### src/rtl/count_pkg.sv
// Constants and helpers shared by the upstream counter and the count_capture block.
package count_pkg;

    localparam int CNT_W = 8;

    // Width needed to hold an occupancy of 0..depth inclusive.
    function automatic int level_w(input int depth);
        return $clog2(depth) + 1;
    endfunction

endpackage

### src/rtl/capture_fifo.sv
// Storage and pointers for captured counts. Read/write pointers wrap modulo DEPTH.
// The storage array is not reset; its contents are only visible through data while non-empty.
module capture_fifo
    import count_pkg::*;
#(
    parameter int W     = CNT_W,
    parameter int DEPTH = 4
) (
    input  logic                       clk,
    input  logic                       clrn,
    input  logic                       sclr,
    input  logic                       push,
    input  logic                       pop,
    input  logic [W-1:0]               din,
    output logic                       full,
    output logic                       empty,
    output logic [level_w(DEPTH)-1:0]  level,
    output logic [W-1:0]               data
);

    localparam int AW = $clog2(DEPTH);
    localparam int LW = level_w(DEPTH);

    logic [W-1:0]  mem [DEPTH];
    logic [AW-1:0] wr_ptr;
    logic [AW-1:0] rd_ptr;
    logic [LW-1:0] count;
    logic          do_push;
    logic          do_pop;

    // A pop in the same cycle frees the slot, so a push into a full FIFO is accepted then.
    assign do_pop  = pop && !empty;
    assign do_push = push && (!full || do_pop);

    always_ff @(posedge clk or negedge clrn) begin
        if (!clrn) begin
            wr_ptr <= '0;
            rd_ptr <= '0;
            count  <= '0;
        end else if (!sclr) begin
            wr_ptr <= '0;
            rd_ptr <= '0;
            count  <= '0;
        end else begin
            if (do_push) wr_ptr <= wr_ptr + 1'b1;
            if (do_pop)  rd_ptr <= rd_ptr + 1'b1;
            count <= count + LW'(do_push) - LW'(do_pop);
        end
    end

    always_ff @(posedge clk) begin
        if (sclr && do_push) mem[wr_ptr] <= din;
    end

    assign full  = (count == LW'(DEPTH));
    assign empty = (count == '0);
    assign level = count;
    assign data  = mem[rd_ptr];

endmodule

### src/rtl/count_capture.sv
// Captures the live counter value on a trigger into a small FIFO with a valid/ready read port.
// Define COUNT_CAPTURE_EDGE_EN to capture on trig rising edges; otherwise every high cycle captures.
module count_capture
    import count_pkg::*;
#(
    parameter int W     = CNT_W,
    parameter int DEPTH = 4
) (
    input  logic                       clk,
    input  logic                       clrn,
    input  logic                       sclr,
    input  logic [W-1:0]               cnt_q,
    input  logic                       trig,
    output logic                       out_valid,
    input  logic                       out_ready,
    output logic [W-1:0]               out_data,
    output logic [level_w(DEPTH)-1:0]  level,
    output logic                       overflow
);

    logic cap;
    logic pop;
    logic full;
    logic empty;

`ifdef COUNT_CAPTURE_EDGE_EN
    // Edge history holds "trig was low at the previous edge". Clearing it to 0 means a
    // trig that is already high when reset or sclr lifts must drop before it can capture.
    logic trig_low_q;

    always_ff @(posedge clk or negedge clrn) begin
        if (!clrn)      trig_low_q <= 1'b0;
        else if (!sclr) trig_low_q <= 1'b0;
        else            trig_low_q <= !trig;
    end

    assign cap = trig && trig_low_q;
`else
    assign cap = trig;
`endif

    // Read handshake: out_valid is high whenever an entry is stored and does not depend on
    // out_ready; the head entry is consumed on a rising edge where out_valid && out_ready,
    // and out_data/out_valid hold steady while out_valid && !out_ready.
    assign out_valid = !empty;
    assign pop       = out_valid && out_ready;

    always_ff @(posedge clk or negedge clrn) begin
        if (!clrn)                     overflow <= 1'b0;
        else if (!sclr)                overflow <= 1'b0;
        else if (cap && full && !pop)  overflow <= 1'b1;
    end

    capture_fifo #(
        .W     (W),
        .DEPTH (DEPTH)
    ) u_fifo (
        .clk   (clk),
        .clrn  (clrn),
        .sclr  (sclr),
        .push  (cap),
        .pop   (pop),
        .din   (cnt_q),
        .full  (full),
        .empty (empty),
        .level (level),
        .data  (out_data)
    );

endmodule

### config.mk
export PLATFORM = sky130hd
export DESIGN_NAME = count_capture
export DESIGN_NICKNAME = d
export VERILOG_FILES = /design/src/rtl/count_pkg.sv /design/src/rtl/capture_fifo.sv /design/src/rtl/count_capture.sv
export SDC_FILE = /design/constraint.sdc
export NUM_CORES = 1
export LEC_CHECK = 0
export CORE_MARGIN = 4
export CORE_UTILIZATION = 56
export DETAILED_ROUTE_END_ITERATION = 10
export MAX_ROUTING_LAYER = met4
export PLACE_DENSITY_LB_ADDON = 0.25
export SYNTH_ARGS = -nofsm -noshare
export SYNTH_HDL_FRONTEND = slang
export SYNTH_SLANG_ARGS = --single-unit
### constraint.sdc
create_clock -name clk -period 5.2 [get_ports clk]
set_clock_uncertainty 0.2 [all_clocks]
set_input_delay 0.52 -clock clk [delete_from_list [all_inputs] [get_ports clk]]
set_output_delay 0.52 -clock clk [all_outputs]
set_load 0.05 [all_outputs]
==> results of run 1 <==
-- worst max-delay path, stage by stage, from the launching register on --
cell and delay [ns]:
dfrtp_1 0.74, mux4_2 0.59, clkdlybuf4s50_1 0.72
-- where the power goes --
part           switching (uW)  total (uW)  internal [uW]  leakage, uW
sequential               42.6         416            373     0.000397
combinational             202         354            152     0.000284
clock                     102         300            198    0.0000654
total                     347        1070            723     0.000746
-- metrics by stage --
step / hold slack [ns] / util, % / setup WS (ns) / instance area (um2) / cells
2_1_floorplan: 0.0244 / - / 2.54 / 1660 / 90
3_3_place_gp: 0.316 / 68.7 / 2.34 / 1930 / 142
3_5_place_dp: 0.319 / 68.7 / 2.22 / 1930 / 142
4_1_cts: 0.225 / 73.2 / 2.03 / 2050 / 150
5_1_grt: 0.215 / 73.2 / 1.95 / 2050 / 150
6_report: 0.227 / 73.2 / 2.08 / 2050 / 150
-- layout by cell type, fill, tap and decap left out --
master / netlist / layout
edfxtp_1: 32 / 32
clkdlybuf4s50_1: 0 / 25
mux4_2: 8 / 8
dfrtp_1: 8 / 8
ha_1: 6 / 6
inv_1: 5 / 5
clkbuf_4: 0 / 5
nor2b_1: 4 / 4
and3_1: 4 / 4
xnor2_1: 4 / 4
nand2_1: 4 / 4
and2_1: 3 / 3
bufinv_16: 0 / 3
mux2i_1: 2 / 2
or3_1: 1 / 1
o31a_1: 1 / 1
nor4b_2: 1 / 1
a21oi_1: 1 / 1
o311ai_1: 1 / 1
fa_1: 1 / 1
-- layout make-up --
type | instances | area share (%)
clock inverter | 3 | 4.38
inverter | 5 | 0.914
clock buffer | 5 | 1.83
sequential | 40 | 56.5
tap | 31 | 1.89
multi-input combinational | 41 | 22.3
timing repair buffer | 25 | 12.2
-- state kept, by name (all words and copies together), names as in the netlist --
| signal | flops |
|---|---|
| u_fifo.wr_ptr | 2 |
| u_fifo.rd_ptr | 2 |
| overflow | 1 |
| u_fifo.mem | 32 |
| u_fifo.level | 3 |
-- path summary, 6_finish.rpt --
path                                     to  slack (ns)  cells past startpoint
setup / recovery                out_data[1]        2.08                      2
hold / removal             u_fifo.rd_ptr[1]        0.23                      1
setup reg to reg            u_fifo.level[2]        2.69                      9
hold reg to reg                    overflow        0.34                      2
max in group asynchronous  u_fifo.wr_ptr[1]        4.31                      1
min in group clk                   overflow        0.34                      2
-- logic make-up after synthesis --
kind of cell               share of synthesized area [%]
adders and majority gates                           5.71
and+or+nand+nor                                     6.32
buffers and inverters                               2.71
muxes                                               12.0
AOI/OAI and AO/OA                                   1.35
DFF                                                 69.8
xor gates and xnor gates                            2.11
-- routing by layer --
metal	vias up	track usage [%]	wire length, um	share of wire [%]
li1	395	-	-	-
met1	425	17.2	1110	42
met2	26	27.3	1410	53
met3	4	6.12	126	4.7
met4	0	5.23	30	1.1
met5	-	-	0	0
==> run_results.csv, run 1 <==
group,metric,value,unit
outcome,status,"finished clean",
timing,fin_crit,3.12,ns
logic_synthesis,synth-edff-count,32,
logic_synthesis,netlist_top_cells_area,"edfxtp_1, dfrtp_1, mux4_2",
timing,period_share,59.9,%
timing,hold_viol,0,
power_and_ir_drop,leakage,0.000746,uW
die,design.core.area,2810,um2
logic_synthesis,syn_inst,90,
clock_network,htreeDepth,2,
clock_network,clock_sinks,40,
hold_path,hold_path.class,"input port to asynchronous set/reset pin",
drt,vias,850,
logic_synthesis,synth_top_area_share,57.7,%
global_route,grt_pass1_wl,4.50,mm
global_route,grt_antenna_before_repair,0,
global_route,overflow,0,
timing,rsz0062_at_grt,"false",
timing,setup_total_negative_slack,0,ns
logic_synthesis,synth_cell_types,21,
logic_synthesis,yosys.area.top_type,"edfxtp_1",
logic_synthesis,ys_seq_area_share,69.8,%
critical_path,startpoint_type,"flop",
logic_synthesis,yosys.cell_count.top_type,"edfxtp_1",
critical_path,crit_path_max_fanout,10,
power_and_ir_drop,finalPower,1070,uW
clock_network,cts_resized,0,
logic_synthesis,syn-mean-instance-area,18.5,um2
placement,globalplace.congestion,0.732,
drt,drc,0,
timing,final_max_slew_viol_count,0,
clock_network,cts_setup_buffers,0,
die,fp.dieW,62.5,um
finish,drive_gt1_share,14.3,%
drt,drt_wl_total,2.67,mm
power_and_ir_drop,p_per_area,521,nW/um2
timing,setup_viol,0,
die,start_util,59.3,%
finish,area_growth,23.5,%
clock_network,tritoncts,"built",
drt,drt-initial-drc-count,35,
placement,io_buffer_count,25,
logic_synthesis,netlist_top_cells_count,"edfxtp_1, dfrtp_1, mux4_2",
finish,regArea,1160,um2
critical_path,cp-end-kind,"primary output",
logic_synthesis,ys.flop_type,"edfxtp_1",
clock_network,hold_buffers,0,
clock_network,clkLatencyLatePin,0.35,ns
logic_synthesis,syn-cell-area,1660,um2
power_and_ir_drop,vdd_drop_max,323,uV
finish,fillers,189,
run,maxCapViolations,0,
logic_synthesis,synth_fp_nets,110,
die,die-area,3910,um2
die,rows,19,
critical_path,cp.required,4.48,ns
critical_path,startpoint,"u_fifo.rd_ptr[0]",
clock_network,cts_made_buffers,5,
drt,routedWlPerCell,17.8,um
clock_network,clockBufferDepth,2,
global_route,gr-usage-all-layers,16.0,%
timing,worst_pin_slew,0.595,ns
timing,max_slew_margin,60.3,%
placement,dp_hpwl,1.91,mm
clock_network,cts.clk_slew.worst_paths,0.13,ns
global_route,grt_pass1_vias,898,
global_route,grt_max_degree,15,
logic_synthesis,ys_warn_count,0,
critical_path,critPathArrivalTime,2.40,ns
drt,firstDrtPassIters,4,
finish,multiInputGateArea,458,um2
drt,via_per_inst,5.67,
die,ios,26,
finish,insertedDiodeCount,0,
critical_path,regToRegStartpoint,"u_fifo.level[1]",
clock_network,root_buffer,"clkbuf_4",
timing,clock.fmax,0.321,GHz
logic_synthesis,ys_seq_elements,40,
drt,ant_nets,0,
die,chipHeight,62.5,um
critical_path,crit_type,"flop to primary output",
finish,layout.nets,138,
logic_synthesis,synthArstFlopShare,20.0,%
No activity file was read; power rests on OpenSTA's default activity.
==> inputs of run 2 (changes only) <==
--- a/config.mk
+++ b/config.mk
@@ -6,7 +6,7 @@
 export NUM_CORES = 1
 export LEC_CHECK = 0
 export CORE_MARGIN = 4
-export CORE_UTILIZATION = 56
+export CORE_UTILIZATION = 47
 export DETAILED_ROUTE_END_ITERATION = 10
 export MAX_ROUTING_LAYER = met4
 export PLACE_DENSITY_LB_ADDON = 0.25
==> constraint.sdc (replaced) <==
create_clock -name clk -period 2.6 [get_ports clk]
set_clock_uncertainty 0.2 [all_clocks]
set_input_delay 0.26 -clock clk [delete_from_list [all_inputs] [get_ports clk]]
set_output_delay 0.26 -clock clk [all_outputs]
set_load 0.05 [all_outputs]
==> run_results.csv, run 2 (synthesis gave the netlist of run 1 again) <==
group,metric,value,unit
clock_network,tritoncts,"built",
drt,drc,0,
critical_path,cp-end-kind,"flop",
placement,dp_hpwl,1.88,mm
drt,ant_nets,0,
die,rows,21,
critical_path,critPathSlowestCell,"dfrtp_2",
power_and_ir_drop,pwr-share-comb,38.2,%
finish,layout.nets,141,
hold_path,hold_path.class,"flop to flop",
finish,final_common_cell,"edfxtp_1",
critical_path,startpoint,"u_fifo.level[1]",
power_and_ir_drop,internal-power,1140,uW
global_route,grt_max_degree,15,
finish,insertedDiodeCount,0,
power_and_ir_drop,swShare,37.4,%
clock_network,cts_resized,0,
drt,via_per_inst,4.96,
die,ios,26,
critical_path,regToRegStartpoint,"u_fifo.level[1]",
run,maxCapViolations,0,
clock_network,clockBufferDepth,2,
global_route,grt_antenna_before_repair,0,
timing,hold_viol,0,
drt,vias,834,
timing,setup_total_negative_slack,0,ns
critical_path,critPathArrivalTime,2.49,ns
finish,instances_no_fill,168,
finish,layout_common_cells,"edfxtp_1, clkdlybuf4s50_1, buf_4",
timing,rsz0062_at_grt,"false",
clock_network,clkLatencyLatePin,0.34,ns
critical_path,crit_chain,"o31a_1 > ha_1 > inv_1 > ha_1 > inv_1 > fa_1 > xnor2_1 > xnor2_1 > and2_1",
die,fp.dieW,67.5,um
hold_path,hold_start,"overflow",
die,design.core.area,3390,um2
power_and_ir_drop,seqPwrFrac,45.7,%
placement,placed_cell_area,1940,um2
placement,io_buffer_count,25,
timing,period_share,94.4,%
timing,max_slew_margin,60.5,%
finish,top_register,"u_fifo.mem",
global_route,grt_pass1_wl,4.23,mm
finish,fillers,263,
die,start_util,49.1,%
placement,globalplace.congestion,0.785,
power_and_ir_drop,leakage,0.000734,uW
global_route,grt_pass1_vias,878,
clock_network,cts_setup_buffers,0,
critical_path,crit_type,"flop to flop",
power_and_ir_drop,finalPower,1830,uW
timing,hold-worst-slack,0.329,ns
finish,drive_gt1_share,23.8,%
drt,drt_wl_total,2.58,mm
die,chipHeight,67.5,um
timing,setup_viol,0,
critical_path,max_stage_delay,0.48,ns
finish,design_area,2010,um2
drt,drt-initial-drc-count,47,
finish,largest_reg_flops,32,
outcome,status,"finished clean",
power_and_ir_drop,p_switching,683,uW
timing,fin_crit,2.45,ns
power_and_ir_drop,clkPwrFrac,16.2,%
drt,firstDrtPassIters,4,
power_and_ir_drop,vdd_drop_max,517,uV
timing,clock.fmax,0.408,GHz
global_route,gr-usage-all-layers,13.8,%
clock_network,clock_sinks,40,
placement,place_inst,159,
critical_path,startpoint_type,"flop",
clock_network,htreeDepth,2,
critical_path,cp.required,2.64,ns
critical_path,crit_path_max_fanout,7,
die,die-area,4560,um2
timing,worst_pin_slew,0.592,ns
drt,routedWlPerCell,15.4,um
power_and_ir_drop,p_per_area,909,nW/um2
global_route,overflow,0,
clock_network,cts_made_buffers,5,
timing,final_max_slew_viol_count,0,
clock_network,cts.clk_slew.worst_paths,0.11,ns
clock_network,hold_buffers,1,
clock_network,root_buffer,"clkbuf_4",
finish,area_growth,20.8,%
run 2: area by class of cell:
cell class / instances / area [um2] / area share [%]
Timing Repair Buffer: 28 / 255 / 12.7
Multi-Input combinational cell: 41 / 458 / 22.8
Sequential cell: 40 / 1160 / 57.9
Clock buffer: 5 / 37.5 / 1.87
Tap cell: 46 / 57.6 / 2.86
Inverter: 5 / 18.8 / 0.934
Clock inverter: 3 / 18.8 / 0.934
run 2: worst paths after layout:
path | endpoint | slack [ns] | cells past startpoint
min reg2reg | overflow | 0.33 | 2
max in group asynchronous | u_fifo.level[1] | 1.40 | 2
max reg2reg | u_fifo.level[2] | 0.15 | 9
max | u_fifo.level[2] | 0.15 | 9
min in group asynchronous | u_fifo.wr_ptr[0] | 0.52 | 2
min | overflow | 0.33 | 2
run 2: power by group through the flow:
stage | clock (uW) | combinational (uW) | sequential [uW]
4_1_cts | 310 | 708 | 840
5_1_grt | 339 | 743 | 852
3_3_place_gp | 0 | 691 | 850
3_5_place_dp | 0 | 705 | 855
2_1_floorplan | 0 | 490 | 866
6_report | 295 | 697 | 835
run 2: worst max-delay path: cells and delay by family (launching register included):
kind	cells	cell delay (ns)
AO/OA/AOI/OAI	1	0.33
XOR/XNOR	2	0.27
adder cells (fa/ha/maj)	3	0.82
buffers and inverters	2	0.11
flip-flops	1	0.48
AND/OR/NAND/NOR	1	0.15
run 2: metal layers:
layer / GRT usage, % / vias to the layer above / wire (um)
met5: - / - / 0
met4: 5.32 / 0 / 45
met3: 4.49 / 6 / 142
met2: 21.6 / 18 / 1370
met1: 16.8 / 410 / 1030
li1: - / 400 / -
run 2: metrics by stage:
| step | util, % | worst slack (ns) |
|---|---|---|
| after global routing | 59.3 | 0.0419 |
| final | 59.3 | 0.147 |
| after floorplan | - | 0.0517 |
| after global placement | 57.3 | 0.114 |
| after detailed placement | 57.3 | 0.0413 |
| after CTS | 59.3 | 0.124 |
==> inputs of run 3 (changes only) <==
--- a/config.mk
+++ b/config.mk
@@ -7,9 +7,11 @@
 export LEC_CHECK = 0
 export CORE_MARGIN = 4
 export CORE_UTILIZATION = 47
+export CTS_CLUSTER_DIAMETER = 60
 export DETAILED_ROUTE_END_ITERATION = 10
 export MAX_ROUTING_LAYER = met4
 export PLACE_DENSITY_LB_ADDON = 0.25
 export SYNTH_ARGS = -nofsm -noshare
 export SYNTH_HDL_FRONTEND = slang
+export SYNTH_HIERARCHICAL = 1
 export SYNTH_SLANG_ARGS = --single-unit
==> run_results.csv, run 3 <==
group,metric,value,unit
timing,max_slew_margin,60.2,%
hold_path,hold_path.class,"flop to flop",
logic_synthesis,synth_fp_nets,112,
timing,setup_viol,1,
global_route,grt_antenna_before_repair,0,
run,maxCapViolations,0,
clock_network,cts.clk_slew.worst_paths,0.12,ns
die,fp.dieW,67.8,um
logic_synthesis,synth_cell_types,25,
timing,hold_viol,0,
clock_network,htreeDepth,2,
clock_network,root_buffer,"clkbuf_4",
logic_synthesis,ys_seq_area_share,69.2,%
logic_synthesis,ys.flop_type,"edfxtp_1",
finish,drive_gt1_share,34.3,%
critical_path,critPathSlowestCell,"dfrtp_4",
critical_path,crit_chain,"nor3_4 > nor2b_4 > or4b_4 > and2_4 > a21o_1 > ha_2 > inv_2 > fa_2 > xnor2_2 > xnor2_1 > and2_1",
drt,firstDrtPassIters,5,
timing,rsz0062_at_grt,"true",
timing,fin_ws,-0.0411,ns
finish,layout.nets,152,
clock_network,clockBufferDepth,2,
drt,drc,0,
critical_path,startpoint_type,"flop",
drt,routedWlPerCell,15.5,um
critical_path,crit_family,"simple AND/OR/NAND/NOR gates",
logic_synthesis,synth_top_area_share,57.3,%
drt,vias,899,
timing,worst_pin_slew,0.597,ns
logic_synthesis,syn_inst,93,
finish,layout_common_cells,"edfxtp_1, buf_4, clkdlybuf4s50_1",
finish,top_register,"u_fifo/mem",
logic_synthesis,netlist_top_cells_count,"edfxtp_1, dfrtp_1, mux4_2",
die,start_util,49.5,%
global_route,grt_max_degree,14,
timing,fin_crit,2.64,ns
placement,globalplace.congestion,0.782,
finish,area_growth,28.0,%
outcome,violations,"setup timing",
logic_synthesis,synthArstFlopShare,20.0,%
critical_path,crit_buf_inv,1,
critical_path,crit_type,"flop to flop",
critical_path,critPathArrivalTime,2.68,ns
die,design.core.area,3390,um2
clock_network,cts_made_buffers,5,
logic_synthesis,yosys.cell_count.top_type,"edfxtp_1",
timing,final_max_slew_viol_count,0,
timing,clock.fmax,0.379,GHz
logic_synthesis,syn-cell-area,1680,um2
global_route,grt_pass1_vias,944,
logic_synthesis,ys_seq_elements,40,
logic_synthesis,synth-edff-count,32,
power_and_ir_drop,vdd_drop_max,720,uV
critical_path,cp.required,2.64,ns
die,die-area,4590,um2
global_route,gr-usage-all-layers,15.2,%
logic_synthesis,yosys.area.top_type,"edfxtp_1",
logic_synthesis,netlist_top_cells_area,"edfxtp_1, dfrtp_1, mux4_2",
timing,setup_total_negative_slack,-0.0411,ns
placement,dp_hpwl,1.97,mm
finish,final_common_cell,"edfxtp_1",
placement,io_buffer_count,25,
finish,insertedDiodeCount,0,
finish,largest_reg_flops,32,
critical_path,max_stage_delay,0.50,ns
drt,drt_wl_total,2.79,mm
drt,drt-initial-drc-count,22,
clock_network,clkLatencyLatePin,0.34,ns
die,rows,21,
timing,period_share,102,%
drt,via_per_inst,4.99,
die,ios,26,
power_and_ir_drop,leakage,0.000780,uW
clock_network,clock_sinks,40,
die,chipHeight,67.8,um
power_and_ir_drop,p_per_area,959,nW/um2
logic_synthesis,syn-mean-instance-area,18.0,um2
global_route,overflow,0,
critical_path,cp-end-kind,"flop",
global_route,grt_pass1_wl,4.56,mm
clock_network,tritoncts,"built",
outcome,status,"finished, violations left",
critical_path,crit_path_max_fanout,2,
power_and_ir_drop,finalPower,2060,uW
logic_synthesis,ys_warn_count,6,
drt,ant_nets,0,
-- run 3: path summary, 6_finish.rpt --
| check | start | endpoint | slack [ns] | cells after the start |
|---|---|---|---|---|
| worst min register to register | overflow | overflow | 0.32 | 1 |
| worst min-delay path | overflow | overflow | 0.32 | 1 |
| worst max register to register | u_fifo/level[1] | u_fifo/level[2] | -0.04 | 11 |
| worst max-delay path | u_fifo/level[1] | u_fifo/level[2] | -0.04 | 11 |
| max in group asynchronous | clrn | u_fifo/level[1] | 1.35 | 2 |
| min in group asynchronous | clrn | overflow | 0.53 | 2 |
-- run 3: cell families after synthesis --
kind of cell    count (synthesis)  share of synthesized area (%)
mux                             8                           10.7
flops                          40                           69.2
compound gates                  6                           2.46
buf+inv                         7                           1.64
fa+ha+maj                       6                           4.92
simple gates                   22                           8.95
xor+xnor                        4                           2.09
-- run 3: area by class of cell --
type | instances | area (um2)
clock buffer | 5 | 37.5
multi-input combinational | 46 | 513
sequential | 40 | 1170
fill | 247 | 1240
inverter | 4 | 15.0
tap | 46 | 57.6
clock inverter | 3 | 42.5
timing repair buffer | 36 | 315
-- run 3: metal layers --
layer | routed length [um] | track usage, %
met1 | 1210 | 17.5
met2 | 1360 | 23.7
met3 | 153 | 5.16
met4 | 61 | 7.59
met5 | 0 | -
-- run 3: report_power, final --
part	switching, uW	total, uW	internal, uW
combinational	467	839	372
clock	197	398	201
sequential	65.6	825	759
total	729	2060	1330
-- run 3: what timing repair did --
item,CTS,global route
hold endpoints to repair,8,0
resized for setup,1,0
buffers inserted,0,1
setup endpoints to repair,1,2
hold buffers,1,0
-- run 3: stage by stage --
step                      utilization [%]  setup slack, ns  hold slack (ns)  cells  area [um2]
after global routing                 63.4           -0.156            0.308    180        2150
after global placement               60.3          -0.0286            0.281    170        2040
after CTS                            63.2          -0.0512            0.316    179        2140
final                                63.4          -0.0411            0.319    180        2150
after floorplan                         -           -0.120           -0.236     93        1700
after detailed placement             60.3          -0.0962            0.303    170        2040
-- run 3: worst register-to-register path, cell delays in order, from the launching register on --
cell     delay [ns]
dfrtp_4        0.50
nor3_4         0.20
nor2b_4        0.06
or4b_4         0.48
and2_4         0.15
a21o_1         0.18
ha_2           0.17
inv_2          0.05
fa_2           0.20
xnor2_2        0.12
xnor2_1        0.07
and2_1         0.16
